## src/rtl/ifu_pkg.sv

```systemverilog
// ifu_pkg: shared types and constants for the instruction-fetch fill path.
//   LINE_W          cache line width in bits (16-byte line)
//   OFS_W           byte-offset width within a line
//   t_fill_state    fill FSM state encoding
//   t_cache2i_mem_req / t_i_mem2cache_rsp   memory request / response bundles
//   line_align()    clears the byte-offset bits of an address
package ifu_pkg;
    localparam int LINE_W = 128;
    localparam int OFS_W  = 4;

    typedef enum logic [2:0] {
        ST_IDLE,
        ST_REQ,
        ST_WAIT,
        ST_FILL,
        ST_DRAIN
    } t_fill_state;

    typedef struct packed {
        logic [31:0] fill_requested_address;
        logic        fill_requested_address_valid;
    } t_cache2i_mem_req;

    typedef struct packed {
        logic [31:0]       fill_responded_address;
        logic [LINE_W-1:0] fill_data;
        logic              fill_valid;
    } t_i_mem2cache_rsp;

    localparam logic [31:0] OFS_MASK = 32'((1 << OFS_W) - 1);

    function automatic logic [31:0] line_align(input logic [31:0] a);
        return a & ~OFS_MASK;
    endfunction
endpackage

```

## src/rtl/ifu_fill_timer.sv

```systemverilog
// ifu_fill_timer: response watchdog for the fill FSM.
//   clk, rst   clock, async active-low reset
//   en_i       count this cycle (FSM is in WAIT or DRAIN); low clears the count
//   expire_o   high in the TIMEOUT_CYCLES-th consecutive enabled cycle
module ifu_fill_timer #(
    parameter int TIMEOUT_CYCLES = 64
) (
    input  logic clk,
    input  logic rst,
    input  logic en_i,
    output logic expire_o
);
    localparam int CW = (TIMEOUT_CYCLES < 2) ? 1 : $clog2(TIMEOUT_CYCLES);

    logic [CW-1:0] cnt_q, cnt_d;

    // Count holds the number of enabled cycles already elapsed, so the
    // last allowed cycle is the one where the count reads TIMEOUT_CYCLES-1.
    assign expire_o = en_i && (cnt_q == CW'(TIMEOUT_CYCLES - 1));

    always_comb begin
        cnt_d = cnt_q + CW'(1);
        if (!en_i || expire_o) cnt_d = '0;
    end

    always_ff @(posedge clk or negedge rst) begin
        if (!rst) cnt_q <= '0;
        else      cnt_q <= cnt_d;
    end
endmodule

```

## src/rtl/ifu_fill_ctrl.sv

```systemverilog
// ifu_fill_ctrl: instruction-cache miss fill controller.
// Accepts one miss at a time, issues a line request, waits for the matching
// response and writes the line into the tag/data arrays. Flush aborts the miss;
// a response already in flight is drained.
//   clk, rst          clock, async active-low reset
//   miss_valid/addr   miss from lookup; miss_ready high in IDLE
//   flush             abort outstanding miss
//   cache2i_mem_req   line request to memory (valid is a one-cycle pulse)
//   i_mem2cache_rsp   line response from memory
//   fill_valid/addr/data  one-cycle line write
//   busy              high outside IDLE
//   fill_err          one-cycle pulse when a miss is abandoned
// Optional macro FILL_TIMEOUT_EN: response watchdog with request re-issue.
module ifu_fill_ctrl #(
    parameter int LINE_W         = ifu_pkg::LINE_W,
    parameter int TIMEOUT_CYCLES = 64,
    parameter int MAX_RETRY      = 2
) (
    input  logic                      clk,
    input  logic                      rst,
    input  logic                      miss_valid,
    input  logic [31:0]               miss_addr,
    output logic                      miss_ready,
    input  logic                      flush,
    output ifu_pkg::t_cache2i_mem_req cache2i_mem_req,
    input  ifu_pkg::t_i_mem2cache_rsp i_mem2cache_rsp,
    output logic                      fill_valid,
    output logic [31:0]               fill_addr,
    output logic [LINE_W-1:0]         fill_data,
    output logic                      busy,
    output logic                      fill_err
);
    import ifu_pkg::*;

    if (TIMEOUT_CYCLES < 1 || MAX_RETRY < 0) begin : g_bad_cfg
        $error("ifu_fill_ctrl: TIMEOUT_CYCLES must be >= 1 and MAX_RETRY >= 0");
    end

    t_fill_state       state_q, state_d;
    logic [31:0]       addr_q, addr_d;
    logic [LINE_W-1:0] data_q, data_d;
    logic              rsp_hit;
    logic              expire;
    logic              retry_ok;
    logic              retry_inc;

    assign rsp_hit = i_mem2cache_rsp.fill_valid &&
                     (i_mem2cache_rsp.fill_responded_address == addr_q);

`ifdef FILL_TIMEOUT_EN
    localparam int RW = (MAX_RETRY < 1) ? 1 : $clog2(MAX_RETRY + 1);
    logic [RW-1:0] retry_q;

    ifu_fill_timer #(.TIMEOUT_CYCLES(TIMEOUT_CYCLES)) u_timer (
        .clk      (clk),
        .rst      (rst),
        .en_i     ((state_q == ST_WAIT) || (state_q == ST_DRAIN)),
        .expire_o (expire)
    );

    assign retry_ok = (32'(retry_q) < MAX_RETRY);

    // Retry count is cleared whenever a new miss is captured.
    always_ff @(posedge clk or negedge rst) begin
        if (!rst)                                       retry_q <= '0;
        else if (state_q == ST_IDLE)                    retry_q <= '0;
        else if (retry_inc)                             retry_q <= retry_q + RW'(1);
    end
`else
    assign expire   = 1'b0;
    assign retry_ok = 1'b0;
`endif

    always_comb begin
        state_d   = state_q;
        addr_d    = addr_q;
        data_d    = data_q;
        retry_inc = 1'b0;
        fill_err  = 1'b0;
        unique case (state_q)
            ST_IDLE: begin
                if (miss_valid && !flush) begin
                    addr_d  = line_align(miss_addr);
                    state_d = ST_REQ;
                end
            end
            ST_REQ: state_d = flush ? ST_IDLE : ST_WAIT;
            ST_WAIT: begin
                if (flush) begin
                    // A hit coinciding with flush is already consumed; nothing left to drain.
                    state_d = rsp_hit ? ST_IDLE : ST_DRAIN;
                end else if (rsp_hit) begin
                    data_d  = i_mem2cache_rsp.fill_data;
                    state_d = ST_FILL;
                end else if (expire) begin
                    if (retry_ok) begin
                        retry_inc = 1'b1;
                        state_d   = ST_REQ;
                    end else begin
                        fill_err  = 1'b1;
                        state_d   = ST_IDLE;
                    end
                end
            end
            ST_FILL:  state_d = ST_IDLE;
            ST_DRAIN: if (rsp_hit || expire) state_d = ST_IDLE;
            default:  state_d = ST_IDLE;
        endcase
    end

    always_ff @(posedge clk or negedge rst) begin
        if (!rst) begin
            state_q <= ST_IDLE;
            addr_q  <= '0;
            data_q  <= '0;
        end else begin
            state_q <= state_d;
            addr_q  <= addr_d;
            data_q  <= data_d;
        end
    end

    assign miss_ready = (state_q == ST_IDLE);
    assign busy       = (state_q != ST_IDLE);
    assign cache2i_mem_req.fill_requested_address       = busy ? addr_q : 32'd0;
    assign cache2i_mem_req.fill_requested_address_valid = (state_q == ST_REQ) && !flush;
    assign fill_valid = (state_q == ST_FILL) && !flush;
    assign fill_addr  = addr_q;
    assign fill_data  = data_q;
endmodule

```

## config.mk

```make
export PLATFORM = sky130hd
export DESIGN_NAME = ifu_fill_ctrl
export DESIGN_NICKNAME = d
export VERILOG_FILES = /design/src/rtl/ifu_pkg.sv /design/src/rtl/ifu_fill_timer.sv /design/src/rtl/ifu_fill_ctrl.sv
export SDC_FILE = /design/constraint.sdc
export NUM_CORES = 1
export LEC_CHECK = 0
export ABC_AREA = 1
export ABC_CLOCK_PERIOD_IN_PS = 4600
export CORE_AREA = 2 2 152 154
export CTS_CLUSTER_SIZE = 12
export DETAILED_ROUTE_END_ITERATION = 10
export DIE_AREA = 0 0 154 156
export PLACE_DENSITY = 0.73
export SYNTH_ARGS = -nofsm -noshare
export SYNTH_HDL_FRONTEND = slang
export SYNTH_SLANG_ARGS = --single-unit
```

## constraint.sdc

```tcl
create_clock -name clk -period 4.6 [get_ports clk]
set_clock_uncertainty 0.1 [all_clocks]
set_input_delay 0.92 -clock clk [delete_from_list [all_inputs] [get_ports clk]]
set_output_delay 0.92 -clock clk [all_outputs]
set_load 0.05 [all_outputs]
```

==> run_results.csv <==
group,metric,value,unit
yosys,yosys_warnings,0,
clock_tree,clockBufferDepth,2,
sta,tns,0,ns
worst_setup_path,cpMostUsedCell,"clkdlybuf4s50_1",
clock_tree,postCtsSetupRepairBufs,0,
hold_path,worstHoldStart,"fill_data[21]",
routing,routed_wl,26.2,mm
yosys,synthTopCellsByCount,"nand2_1 (387), dfrtp_1 (159), nand3_2 (101)",
global_routing,grt_overflow,0,
worst_setup_path,cpPeakStageDelay,0.89,ns
clock_tree,clock_latency,0.42,ns
power,ir_drop,0.534,mV
routing,vias,7659,
sta,slew_headroom,40.4,%
floorplan,start_util,37.1,%
routing,met3WireLength,1.98,mm
outcome,status,"completed",
global_routing,grt_pass1_vias,7582,
place,portBuffers,380,
routing,firstDrtPassIters,5,
yosys,ys_seq_area_share,48.0,%
floorplan,rows,55,
worst_setup_path,worst-endpoint-required,3.58,ns
run,cap_violations,0,
worst_setup_path,worstPathCellList,"clkdlybuf4s50_1 > inv_1 > nand2_1 > nor3_1 > clkdlybuf4s50_1",
global_routing,antenna_found_initial,2,
finish,n_fill_cell,2021,
sta,fin_hold_ws,0.368,ns
worst_setup_path,reg2reg_depth,7,
global_routing,grt_max_degree,93,
worst_setup_path,rrSetupSlack,2.13,ns
sta,worst_slew_pin_slew,0.893,ns
clock_tree,path_clk_slew,0.06,ns
floorplan,dieHeight,156,um
routing,via_per_inst,4.68,
clock_tree,cts_tree,"built",
sta,fmax,276,MHz
floorplan,die_area,0.0240,sq mm
place,dp_hpwl,19.1,mm
routing,remaining_drc_errors,0,
clock_tree,htreeDepth,4,
floorplan,ioPinCount,394,
worst_setup_path,cpLargestDelayFamily,"buffers and inverters",
power,power_density,476,mW/mm^2
yosys,synth-simple-area-share,38.7,%
sta,maxSlewViolCount,0,
power,switching_share,46.8,%
yosys,synth_seq_cells,159,
clock_tree,post_cts_resized,0,
sta,rsz0062_at_grt,"false",
yosys,synth_compound_area_share,1.75,%
hold_path,worst_hold_path_type,"flip-flop to flip-flop",
clock_tree,clkSinkCount,159,
yosys,ys_types,27,
routing,wl_met2,12.9,mm
worst_setup_path,worstPathArrival,2.61,ns
clock_tree,cts-buffers-inserted,17,
worst_setup_path,worstSetupEndpointType,"primary output",
yosys,synth_cells,980,
power,power.share.clock,23.3,%
worst_setup_path,path_buf_inv,3,
routing,drtAntennaViolNets,0,
global_routing,grt_pass1_wl,41.0,mm
power,seq_power_share,27.4,%
yosys,yosysTopAreaCell,"dfrtp_1",
yosys,synth_top_area_share,48.0,%
worst_setup_path,regToRegEndpoint,"fill_addr[25]",
clock_tree,root_buffer,"clkbuf_16",
yosys,synthMostInstantiatedCell,"nand2_1",
yosys,synthAdderAreaFrac,0,%
sta,post-route-min-period,3.63,ns
yosys,muxShareOfSynthArea,0,%
power,switching_power,2.81,mW
finish,syn2layout_area_growth,51.7,%
yosys,synth_top_family_by_area,"simple AND/OR/NAND/NOR gates",
floorplan,die_x,154,um
sta,period_share,78.9,%
worst_setup_path,crit_fanout,4,
worst_setup_path,cp_slowest_cell,"clkdlybuf4s50_1",
hold_path,hold_depth,2,
power,share_comb_of_total_power,49.3,%
yosys,synth_xor_area_share,0.619,%
worst_setup_path,worstReg2RegStart,"state_q[2]",
routing,post_drt_wl_per_cell,16.0,um
yosys,async_reset_ff_share,100,%
hold_path,min_to,"fill_data[21]",
routing,drt_first_iter_violations,497,
worst_setup_path,worstSetupPathType,"input pin to primary output",
sta,hold_viol,0,
yosys,synth_edf_count,0,
yosys,synth_area_per_cell,8.46,sq um
place,finalWeightedCongestion,0.883,
finish,layout.nets,1534,
global_routing,track_usage,21.6,%
yosys,synth.cell_area,0.00829,sq mm
finish,layout-drive-gt1-share,12.4,%
power,power.leakage,6.04,nW
yosys,synth_area_leaders,"dfrtp_1 (48%), nand2_1 (18%), nand3_2 (12%)",
floorplan,core-area,0.0224,sq mm
routing,dr.max_layer_used,"met5",
worst_setup_path,crit_start,"flush",
power,intPower,3.18,mW
clock_tree,cts_hold_buf,0,
sta,finalSetupViolCount,0,
routing,wl_met1,10.9,mm
worst_setup_path,cp-start-kind,"input pin",
yosys,synthFlopType,"dfrtp_1",
flip-flops by register name, summed over array words and instances (netlist names):
signal / cells
fill_data: 128
state_q: 3
fill_addr: 28
power by group through the flow:
| stage | registers, mW | logic [mW] | clock network (mW) |
|---|---|---|---|
| 6_report | 1.64 | 2.95 | 1.40 |
| 5_1_grt | 1.66 | 3.14 | 1.50 |
| 4_1_cts | 1.64 | 2.97 | 1.44 |
| 3_5_place_dp | 1.67 | 2.96 | 0 |
| 3_3_place_gp | 1.66 | 2.95 | 0 |
| 2_1_floorplan | 2.05 | 1.51 | 0 |
cell families (layout without fill, tap and decap cells):
group / count (synthesis) / count (layout)
flip-flops: 159 / 159
XOR/XNOR: 5 / 5
AO/OA/AOI/OAI: 29 / 29
AND/OR/NAND/NOR: 653 / 653
other: 1 / 10
buffers and inverters: 133 / 495
metrics by stage:
step	power, mW	instances	cell area (sq um)	setup slack [ns]	util, %
finish	5.99	1636	12600	0.971	56.3
global route	6.30	1636	12600	0.805	56.3
CTS	6.06	1635	12600	0.944	56.2
detailed placement	4.63	1603	12000	0.960	53.7
global placement	4.62	1603	12000	0.958	53.7
floorplan	3.56	988	8320	1.43	-
layout make-up:
cell class / instances / area (sq um) / area share [%]
inverter: 73 / 279 / 2.22
clock inverter: 14 / 141 / 1.12
clock buffer: 18 / 439 / 3.49
multi-input combinational: 696 / 3450 / 27.5
timing repair buffer: 390 / 3930 / 31.2
sequential: 159 / 3980 / 31.6
tap: 285 / 357 / 2.83
antenna: 1 / 2.50 / 0.0199
how the worst max path moves through the flow:
stage                          endpoint  slack, ns  cells after the start
finish               cache2i_mem_req[0]       0.97                      5
global route        cache2i_mem_req[28]       0.80                      6
CTS                 cache2i_mem_req[23]       0.94                      6
detailed placement   cache2i_mem_req[0]       0.96                      5
global placement     cache2i_mem_req[0]       0.96                      5
floorplan            cache2i_mem_req[0]       1.43                      3
routing by layer:
metal | up-vias | global-route usage [%]
li1 | 3744 | -
met1 | 3582 | 26.9
met2 | 298 | 36.5
met3 | 33 | 6.50
met4 | 2 | 6.59
met5 | - | 0
worst register-to-register path: stages, from the launching register on:
cell,delay (ns)
dfrtp_1,0.40
nor2_1,0.11
nand2_1,0.07
inv_1,0.53
nand3_2,0.50
buf_4,0.42
nor2_1,0.16
a21oi_1,0.05
cells in the final DEF, fill, tap and decap left out, drive strengths merged, types with 4 or more instances in the layout:
cell type and count:
nand2 391, clkdlybuf4s50 379, dfrtp 159, nand3 147, nor2 100, inv 81
a21oi 29, clkbuf 18, buf 11, conb 9, nand4 6, nor3 4
xnor2 4, clkinv 4
No activity file was read; power rests on OpenSTA's default activity.
